--- src/rtl/jvm_decode_sequencer_pkg.sv ---
// Shared definitions for the JVM decode sequencer.
// - seq_state_e      : sequencer state encoding (2-bit)
// - Q_FETCH / Q_ITER : values driven on q_select
// - WIDE_OPC_DEFAULT : default value of the WIDE prefix opcode
package jvm_decode_sequencer_pkg;

  typedef enum logic [1:0] {
    ST_FETCH  = 2'd0,
    ST_PARAMS = 2'd1,
    ST_ITER   = 2'd2
  } seq_state_e;

  localparam logic Q_FETCH = 1'b0;
  localparam logic Q_ITER  = 1'b1;

  localparam logic [7:0] WIDE_OPC_DEFAULT = 8'hC4;

endpackage

--- src/rtl/jvm_decode_sequencer_if.sv ---
// Bundle of the sequencer's functional signals.
// master : the sequencer (consumes bytes, drives opcode/operands/microcode address)
// slave  : the surroundings (instruction buffer, count lookup, next-address ROM)
// Signals:
//   stall, ib_data, ib_valid, ib_rd      instruction-buffer handshake and freeze
//   param_count                          operand count for the current opcode
//   opcode, is_wide, params              decoded instruction
//   uc_adr, uc_next, uc_valid, q_select  microcode walk
//   err                                  operand-count overflow pulse
interface jvm_decode_sequencer_if #(
  parameter int OPC_W     = 8,
  parameter int PARAM_MAX = 4,
  parameter int PCNT_W    = 3,
  parameter int UC_ADR_W  = 10
);

  logic                       stall;
  logic [OPC_W-1:0]           ib_data;
  logic                       ib_valid;
  logic                       ib_rd;
  logic [PCNT_W-1:0]          param_count;
  logic [OPC_W-1:0]           opcode;
  logic                       is_wide;
  logic [OPC_W*PARAM_MAX-1:0] params;
  logic [UC_ADR_W-1:0]        uc_adr;
  logic [UC_ADR_W-1:0]        uc_next;
  logic                       uc_valid;
  logic                       q_select;
  logic                       err;

  modport master (
    input  stall, ib_data, ib_valid, param_count, uc_next,
    output ib_rd, opcode, is_wide, params, uc_adr, uc_valid, q_select, err
  );

  modport slave (
    output stall, ib_data, ib_valid, param_count, uc_next,
    input  ib_rd, opcode, is_wide, params, uc_adr, uc_valid, q_select, err
  );

endinterface

--- src/rtl/jvm_decode_sequencer_operand_shift_reg.sv ---
// Operand shift register: collects operand bytes, newest byte in the LSBs.
// Ports:
//   clk, reset   clock, asynchronous active-low reset
//   clear        zero the register (new instruction)
//   shift_en     shift in din (clear has priority)
//   din          operand byte
//   dout         packed operands, OPC_W*PARAM_MAX bits
module jvm_decode_sequencer_operand_shift_reg #(
  parameter int OPC_W     = 8,
  parameter int PARAM_MAX = 4
) (
  input  logic                       clk,
  input  logic                       reset,
  input  logic                       clear,
  input  logic                       shift_en,
  input  logic [OPC_W-1:0]           din,
  output logic [OPC_W*PARAM_MAX-1:0] dout
);

  localparam int PW = OPC_W * PARAM_MAX;

  logic [PW-1:0] params_q, params_d;

  // NOTE: the default assignment first keeps every path assigned, so no latch is inferred.
  always_comb begin
    params_d = params_q;
    if (clear) begin
      params_d = '0;
    end else if (shift_en) begin
      params_d = (params_q << OPC_W) | PW'(din);
    end
  end

  // NOTE: sequential state uses non-blocking assignments so all flops sample together.
  always_ff @(posedge clk or negedge reset) begin
    if (!reset) begin
      params_q <= '0;
    end else begin
      params_q <= params_d;
    end
  end

  assign dout = params_q;

endmodule

--- src/rtl/jvm_decode_sequencer.sv ---
// Front-end sequencer for the JVM-to-ARM translator.
// Consumes bytecode bytes (folding WIDE prefixes), gathers operand bytes,
// then walks the microcode next-address chain until a zero next address.
// Ports:
//   clk    rising-edge clock
//   reset  asynchronous, active-low
//   bus    jvm_decode_sequencer_if.master (handshake, decode and microcode signals)
// param_count and uc_next come from external combinational lookups of the
// current opcode / uc_adr.
module jvm_decode_sequencer
  import jvm_decode_sequencer_pkg::*;
#(
  parameter int               OPC_W     = 8,
  parameter int               PARAM_MAX = 4,
  parameter int               PCNT_W    = 3,
  parameter int               UC_ADR_W  = 10,
  parameter logic [OPC_W-1:0] WIDE_OPC  = OPC_W'(WIDE_OPC_DEFAULT)
) (
  input logic                  clk,
  input logic                  reset,
  jvm_decode_sequencer_if.master bus
);

  // One extra bit so a doubled count can never wrap.
  localparam int CNT_W = PCNT_W + 1;

  seq_state_e            state_q, state_d;
  logic [OPC_W-1:0]      opcode_q, opcode_d;
  logic                  is_wide_q, is_wide_d;
  logic [UC_ADR_W-1:0]   uc_adr_q, uc_adr_d;
  logic                  q_select_q, q_select_d;
  logic                  err_q, err_d;
  logic [CNT_W-1:0]      cnt_q, cnt_d;

  logic [CNT_W-1:0]           target;
  logic                       over_max;
  logic                       cnt_done;
  logic                       ib_rd;
  logic                       ops_clear;
  logic                       ops_shift;
  logic [OPC_W*PARAM_MAX-1:0] params;

  assign target   = is_wide_q ? {bus.param_count, 1'b0} : {1'b0, bus.param_count};
  assign over_max = (target > CNT_W'(PARAM_MAX));
  assign cnt_done = (cnt_q == target);

  always_comb begin
    state_d    = state_q;
    opcode_d   = opcode_q;
    is_wide_d  = is_wide_q;
    uc_adr_d   = uc_adr_q;
    q_select_d = q_select_q;
    cnt_d      = cnt_q;
    err_d      = 1'b0;
    ib_rd      = 1'b0;
    ops_clear  = 1'b0;
    ops_shift  = 1'b0;

    if (!bus.stall) begin
      unique case (state_q)
        ST_FETCH: begin
          if (bus.ib_valid) begin
            ib_rd    = 1'b1;
            opcode_d = bus.ib_data;
            if (bus.ib_data == WIDE_OPC) begin
              // Prefix: remember it and keep fetching the real opcode.
              is_wide_d = 1'b1;
            end else begin
              ops_clear = 1'b1;
              cnt_d     = '0;
              state_d   = ST_PARAMS;
            end
          end
        end

        ST_PARAMS: begin
          if (over_max) begin
            // Instruction cannot be represented; drop it without touching the buffer.
            err_d     = 1'b1;
            is_wide_d = 1'b0;
            state_d   = ST_FETCH;
          end else if (cnt_done) begin
            uc_adr_d   = UC_ADR_W'(opcode_q);
            q_select_d = Q_ITER;
            state_d    = ST_ITER;
          end else if (bus.ib_valid) begin
            ib_rd     = 1'b1;
            ops_shift = 1'b1;
            cnt_d     = cnt_q + CNT_W'(1);
          end
        end

        ST_ITER: begin
          if (bus.uc_next == '0) begin
            q_select_d = Q_FETCH;
            is_wide_d  = 1'b0;
            state_d    = ST_FETCH;
          end else begin
            uc_adr_d = bus.uc_next;
          end
        end

        default: state_d = ST_FETCH;
      endcase
    end
  end

  always_ff @(posedge clk or negedge reset) begin
    if (!reset) begin
      state_q    <= ST_FETCH;
      opcode_q   <= '0;
      is_wide_q  <= 1'b0;
      uc_adr_q   <= '0;
      q_select_q <= Q_FETCH;
      err_q      <= 1'b0;
      cnt_q      <= '0;
    end else begin
      state_q    <= state_d;
      opcode_q   <= opcode_d;
      is_wide_q  <= is_wide_d;
      uc_adr_q   <= uc_adr_d;
      q_select_q <= q_select_d;
      err_q      <= err_d;
      cnt_q      <= cnt_d;
    end
  end

  jvm_decode_sequencer_operand_shift_reg #(
    .OPC_W     (OPC_W),
    .PARAM_MAX (PARAM_MAX)
  ) u_operand_shift_reg (
    .clk      (clk),
    .reset    (reset),
    .clear    (ops_clear),
    .shift_en (ops_shift),
    .din      (bus.ib_data),
    .dout     (params)
  );

  assign bus.ib_rd    = ib_rd;
  assign bus.opcode   = opcode_q;
  assign bus.is_wide  = is_wide_q;
  assign bus.params   = params;
  assign bus.uc_adr   = uc_adr_q;
  assign bus.uc_valid = (state_q == ST_ITER);
  assign bus.q_select = q_select_q;
  assign bus.err      = err_q;

endmodule

--- src/flat_wrapper.sv ---
// flat-port wrapper written by rule: the top's interface ports become plain ports
module jvm_decode_sequencer_flat import jvm_decode_sequencer_pkg::*;
#(
  parameter int               OPC_W     = 8,
  parameter int               PARAM_MAX = 4,
  parameter int               PCNT_W    = 3,
  parameter int               UC_ADR_W  = 10,
  parameter logic [OPC_W-1:0] WIDE_OPC  = OPC_W'(WIDE_OPC_DEFAULT)
)
  (clk, reset, bus_stall, bus_ib_data, bus_ib_valid, bus_param_count, bus_uc_next, bus_ib_rd, bus_opcode, bus_is_wide, bus_params, bus_uc_adr, bus_uc_valid, bus_q_select, bus_err);
  jvm_decode_sequencer_if #(.OPC_W(OPC_W), .PARAM_MAX(PARAM_MAX), .PCNT_W(PCNT_W), .UC_ADR_W(UC_ADR_W)) bus_i ();
  input logic clk;
  input logic reset;
  input wire logic [$bits(bus_i.stall)-1:0] bus_stall;
  input wire logic [$bits(bus_i.ib_data)-1:0] bus_ib_data;
  input wire logic [$bits(bus_i.ib_valid)-1:0] bus_ib_valid;
  input wire logic [$bits(bus_i.param_count)-1:0] bus_param_count;
  input wire logic [$bits(bus_i.uc_next)-1:0] bus_uc_next;
  output wire logic [$bits(bus_i.ib_rd)-1:0] bus_ib_rd;
  output wire logic [$bits(bus_i.opcode)-1:0] bus_opcode;
  output wire logic [$bits(bus_i.is_wide)-1:0] bus_is_wide;
  output wire logic [$bits(bus_i.params)-1:0] bus_params;
  output wire logic [$bits(bus_i.uc_adr)-1:0] bus_uc_adr;
  output wire logic [$bits(bus_i.uc_valid)-1:0] bus_uc_valid;
  output wire logic [$bits(bus_i.q_select)-1:0] bus_q_select;
  output wire logic [$bits(bus_i.err)-1:0] bus_err;
  assign bus_i.stall = bus_stall;
  assign bus_i.ib_data = bus_ib_data;
  assign bus_i.ib_valid = bus_ib_valid;
  assign bus_i.param_count = bus_param_count;
  assign bus_i.uc_next = bus_uc_next;
  assign bus_ib_rd = bus_i.ib_rd;
  assign bus_opcode = bus_i.opcode;
  assign bus_is_wide = bus_i.is_wide;
  assign bus_params = bus_i.params;
  assign bus_uc_adr = bus_i.uc_adr;
  assign bus_uc_valid = bus_i.uc_valid;
  assign bus_q_select = bus_i.q_select;
  assign bus_err = bus_i.err;
  jvm_decode_sequencer #(.OPC_W(OPC_W), .PARAM_MAX(PARAM_MAX), .PCNT_W(PCNT_W), .UC_ADR_W(UC_ADR_W), .WIDE_OPC(WIDE_OPC)) u_core (.clk(clk), .reset(reset), .bus(bus_i));
endmodule
--- config.mk ---
export PLATFORM = sky130hd
export DESIGN_NAME = jvm_decode_sequencer_flat
export DESIGN_NICKNAME = d
export VERILOG_FILES = /design/src/rtl/jvm_decode_sequencer_pkg.sv /design/src/rtl/jvm_decode_sequencer_if.sv /design/src/rtl/jvm_decode_sequencer_operand_shift_reg.sv /design/src/rtl/jvm_decode_sequencer.sv /design/src/flat_wrapper.sv
export SDC_FILE = /design/constraint.sdc
export NUM_CORES = 1
export LEC_CHECK = 0
export ABC_AREA = 1
export CAP_MARGIN = 25
export CORE_UTILIZATION = 49
export DETAILED_ROUTE_END_ITERATION = 6
export GPL_TIMING_DRIVEN = 0
export PLACE_DENSITY = 0.8
export SETUP_SLACK_MARGIN = 0.05
export SYNTH_ARGS = -nofsm -noshare
export SYNTH_HDL_FRONTEND = slang
export SYNTH_HIERARCHICAL = 1
export SYNTH_SLANG_ARGS = --single-unit
export TNS_END_PERCENT = 20
--- constraint.sdc ---
create_clock -name clk -period 2.3 [get_ports clk]
set_input_delay 0.46 -clock clk [delete_from_list [all_inputs] [get_ports clk]]
set_output_delay 0.46 -clock clk [all_outputs]
set_load 0.02 [all_outputs]
# Word-level counts from Yosys, hierarchy flattened
# Index checks and enable logic that the tools add are counted.
dict set report word_totals {
  output_inout_bits 55
  register_bits 59
  wordCells 80
}
dict set report op_classes {
  n_lt_le_gt_ge 1
  n_mux 41
  n_eq_ne 15
  n_bitwise 2
  add_sub_neg 1
  reduce_logical 12
}
# op count
set ops {}
lappend ops {{$mux 32} 2}
lappend ops {{$or 32x8->32} 1}
lappend ops {{$mux 10} 3}
lappend ops {{$mux 4} 6}
lappend ops {{$pmux 10 s2} 1}
lappend ops {{$mux 1} 19}
lappend ops {{$reduce_and 5->1} 3}
lappend ops {{$ne 2x2->1 const B} 6}
lappend ops {{$logic_not 10->1} 1}
lappend ops {{$mux 2} 5}
lappend ops {{$eq 8x8->1 const B} 1}
lappend ops {{$ne 2x1->1 const B} 4}
lappend ops {{$pmux 4 s2} 1}
lappend ops {{$reduce_and 7->1} 1}
lappend ops {{$pmux 2 s3} 1}
lappend ops {{$reduce_and 6->1} 1}
lappend ops {{$reduce_bool 2->1} 3}
lappend ops {{$add 4x1->4 const B} 1}
lappend ops {{$eq 4x4->1} 1}
lappend ops {{$gt 4x3->1 const B} 1}
lappend ops {{$pmux 1 s2} 2}
lappend ops {{$ne 3x1->1 const B} 1}
lappend ops {{$pmux 1 s3} 1}
lappend ops {{$reduce_and 3->1} 1}
lappend ops {{other kinds (5)} 5}

# Depth between registers and ports, before layout
dict set report depth {
  depth_word 8
  ltp_mapped 14
  mapped_depth_nobuf 12
}

# Modules after synthesis
# Netlist, hierarchy kept.
# module cells_each area_each_um2 n_inst seq_area_each_um2
set by_module_without_submodules {}
lappend by_module_without_submodules {jvm_decode_sequencer 234 1724.2 1 675.6}
lappend by_module_without_submodules {jvm_decode_sequencer_operand_shift_reg 140 1351.3 1 800.8}

# Worst setup path before layout
# OpenSTA, ideal clock, no wires.
dict set report synth_path {
  path_kind {flip-flop to output port}
  start {register u_core.state_q[1]}
  end {output port bus_ib_rd}
  t_required_ns 1.840
  n_path_buf 0
  path_slack_ns 0.150
  path_stages_with_launch 7
  t_arrival_ns 1.690
  cell_sequence {dfrtp_1 > inv_1 > ha_1 > inv_2 > nor2_1 > nand2_1 > o21ai_0}
}
dict set report synth_via {
  elab_chain_len 3
  word_cells_on_any_way 4
  classes_between {1 x eq/ne; 2 x mux; 1 x reduce/logical}
}
# element line_no
set synth_lines {}
lappend synth_lines {{from (decl)} jvm_decode_sequencer.sv:27} ;# seq_state_e state_q, state_d;
lappend synth_lines {{from (signal assigned)} jvm_decode_sequencer.sv:118} ;# state_q <= state_d;
lappend synth_lines {{$eq 2x1->1 or $logic_not 2->1 (tied branches)} jvm_decode_sequencer.sv:60} ;# unique case (state_q)
lappend synth_lines {{$pmux 1 s2 (*)} jvm_decode_sequencer.sv:60}
lappend synth_lines {{$mux 1 (*)} jvm_decode_sequencer.sv:59} ;# if (!bus.stall) begin
lappend synth_lines {{to (decl)} flat_wrapper.sv:19} ;# output wire logic [$bits(bus_i.ib_rd)-1:0] bus_ib_rd;
# Every way passes the cells marked *; elsewhere a longest branch is shown, timed or not.

# Worst setup path after layout
dict set report layout_path {
  start {register u_core.is_wide_q, in the netlist u_core/bus.is_wide}
  end {output port bus_ib_rd}
}
dict set report layout_via {
  elab_chain_len 6
  word_cells_on_any_way 7
  classes_between {1 x order compare; 1 x eq/ne; 5 x mux}
}
# element line_no
set layout_lines {}
lappend layout_lines {{from (decl)} jvm_decode_sequencer.sv:29} ;# logic is_wide_q, is_wide_d;
lappend layout_lines {{from (signal assigned)} jvm_decode_sequencer.sv:120} ;# is_wide_q <= is_wide_d;
lappend layout_lines {{$mux 4 (*)} jvm_decode_sequencer.sv:43} ;# assign target = is_wide_q ? {bus.param_count, 1'b0} : {1'b0, bus.param_count};
lappend layout_lines {{branches (longest 2 deep; another with $gt 4x3->1)} --}
lappend layout_lines {{$mux 1 (*)} jvm_decode_sequencer.sv:77} ;# if (over_max) begin
lappend layout_lines {{$pmux 1 s2 (*)} jvm_decode_sequencer.sv:60}
lappend layout_lines {{$mux 1 (*)} jvm_decode_sequencer.sv:59}
# Mark *: on every way between the ends.

==> impl_metrics.env <==
export IMPL_slowest_stage="dfrtp_2"
export IMPL_reg2reg_to="u_core/bus.uc_adr[2]$_DFFE_PN0P_"
export IMPL_cp_num_cells=9
export IMPL_dr_first_iter_drc_count=176
export IMPL_totalPowerFinal_w=0.00489
export IMPL_first_pass_iters=5
export IMPL_maxCapViolations=0
export IMPL_crit_chain="inv_2 > nand2_1 > nand2_1 > nand3_1 > nor2_4 > nand2_4 > nand2_4 > o21ai_2 > buf_4"
export IMPL_cts_buffers=9
export IMPL_vias=2764
export IMPL_row_count=28
export IMPL_finalSetupViolations=0
export IMPL_syn_mean_instance_area_um2=8.22
export IMPL_grt_usage_pct=24.2
export IMPL_clkSinkCount=59
export IMPL_max_freq_mhz=461
export IMPL_stdcell_count=545
export IMPL_synth_nets=404
export IMPL_place_congestion=0.828
export IMPL_fp_dieW_um=81.2
export IMPL_synth_top_area_cell="dfrtp_1"
export IMPL_routed_wl_mm=7.31
export IMPL_status="completed"
export IMPL_utilization_pct=70.4
export IMPL_cp_top_family="simple AND/OR/NAND/NOR gates"
export IMPL_start_kind="flop"
export IMPL_yosys_top_cells_area="dfrtp_1, nand2_1, nand3_1"
export IMPL_period_share_pct=94.4
export IMPL_drv_slew=0
export IMPL_tns_ps=0
export IMPL_mostFrequentLayoutCell="nand2_1"
export IMPL_worst_r2r_setup_slack_ps=290
export IMPL_antenna_left=0
export IMPL_worst_ep_required_time_ps=1840
export IMPL_regArea_um2=1480
export IMPL_io_pins=80
export IMPL_synth_area_um2=3080
export IMPL_yosys_area_top_type_share_pct=48.0
export IMPL_vias_per_cell=5.07
export IMPL_cts_tree="done"
export IMPL_worstPathMaxFanout=7
export IMPL_routedWlPerCell_um=13.4
export IMPL_cp_arrival_ps=1710
export IMPL_grt_pass1_wl_mm=12.2
export IMPL_fp_coreArea_um2=5990
export IMPL_drive_gt1_share_pct=15.5
export IMPL_area_growth_syn_to_layout_pct=37.2
export IMPL_ys_seq_area_share_pct=48.0
export IMPL_final_cell_mix="nand2_1, clkdlybuf4s50_1, dfrtp_1"
export IMPL_min_period_ps=2170
export IMPL_num_antenna_cells=0
export IMPL_grt_overflow=0
export IMPL_multi_input_area_um2=1410
export IMPL_portBuffers=79
export IMPL_final_area_um2=4220
export IMPL_grt_pass1_vias=2681
export IMPL_place_hpwl_mm=5.46
export IMPL_dp_cells=529
export IMPL_worst_clock_skew_ps=8.60
export IMPL_vdd_drop_max_mv=0.741
export IMPL_die_h_um=81.2
export IMPL_ys_types=30
export IMPL_max_stage_delay_ps=460
export IMPL_clk_latency_ps=320
export IMPL_worst_slew_pin_slew_ps=521
export IMPL_cts_path_max_buffers=2
export IMPL_critPathCaptureType="output port"
export IMPL_cts_reportedPaths_clkPinSlew_ps=70
export IMPL_finalHoldViolCount=0
export IMPL_min_path_type="in -> async"
export IMPL_worst_path_buf_inv=2
export IMPL_drc_errors=0
export IMPL_start_util_pct=51.3
export IMPL_crit_type="reg -> out"
export IMPL_fill_cells=469
export IMPL_die_area_um2=6600
export IMPL_r2r_cells=10
export IMPL_root_buffer="clkbuf_8"
export IMPL_synth_seq_cells=59
export IMPL_final_nets=495
export IMPL_synthCells=374
export IMPL_power_density_nw_per_um2=1160
export IMPL_htreeDepth=3
export IMPL_ys_warnings_count=6
export IMPL_grt_start_max_net_pins=41
export IMPL_dpl_cell_area_um2=3980
export IMPL_rsz0062_at_grt="no"
export IMPL_r2r_start="u_core/state_q[0]$_DFFE_PN0P_"
export IMPL_antenna_found_initial=0
export IMPL_slew_headroom_pct=65.1
export IMPL_power_leakage_nw=2.15
-- flip-flops by register name, summed over array words and instances (netlist names) --
signal and flops:
u_core/bus.q_select 1, u_core/u_operand_shift_reg/dout 32, u_core/cnt_q 4, u_core/bus.is_wide 1, u_core/bus.opcode 8, u_core/bus.uc_adr 10
u_core/bus.err 1, u_core/state_q 2
-- routing by layer --
layer  GRT usage (%)  share of wire (%)  routed length (um)  vias to the layer above
met5               0                  0                   0                        -
met4            9.64                1.3                  98                        0
met3            4.04                4.4                 323                       10
met2            39.4                 49                3550                       85
met1            32.1                 46                3340                     1291
li1                -                  -                   -                     1378
-- how the worst max path moves through the flow --
stage	startpoint	endpoint	slack (ps)
after floorplan	u_core/state_q[1]$_DFFE_PN0P_	bus_ib_rd	150
after global placement	reset	u_core/cnt_q[1]$_DFFE_PN0P_	-1020
after detailed placement	bus_stall	bus_ib_rd	-650
after CTS	bus_param_count[1]	bus_ib_rd	60
after global routing	u_core/bus.is_wide$_DFFE_PN0P_	bus_ib_rd	60
final	u_core/bus.is_wide$_DFFE_PN0P_	bus_ib_rd	130
-- report_power, final --
group	internal [W]	total (W)	switching, W
Clock	0.000525	0.000923	0.000398
Combinational	0.00101	0.00238	0.00137
Sequential	0.00133	0.00159	0.000255
-- synthesized netlist by cell type, drive strengths merged --
master	count
nand2	165
dfrtp	59
nand3	43
nor2	24
inv	23
nand4	15
buf	12
o21ai	11
a21oi	6
ha	5
clkbuf	4
or2	2
xnor2	2
and2	1
mux2	1
nand3b	1
-- through the flow --
step,hold WS [ps],setup WS (ps)
floorplan,164,150
global placement,453,-1020
detailed placement,439,-648
CTS,87.9,56.1
global route,102,59.3
finish,76.8,129
-- logic make-up after synthesis --
| group | synth area share (%) |
|---|---|
| flip-flops | 48.0 |
| multiplexers | 0.366 |
| AO/OA/AOI/OAI | 2.77 |
| AND/OR/NAND/NOR | 38.3 |
| XOR/XNOR | 0.814 |
| buffers and inverters | 7.73 |
| adder cells (fa/ha/maj) | 2.03 |
-- area by class of cell --
type | instances | share of cell area, %
clock inverters | 5 | 1.25
repair buffers | 81 | 19.2
multi-input cells | 276 | 33.4
well taps | 75 | 2.22
plain buffers | 15 | 3.50
clock buffers | 11 | 3.35
flip-flops and latches | 59 | 35.0
inverters | 23 | 2.05
-- repair_timing --
action	in CTS	in global routing
setup buffers	0	1
pin swaps	1	2
setup endpoints to repair	1	1
hold buffers	0	0
resized for setup	23	3
Power figures use the tool's default switching activity.
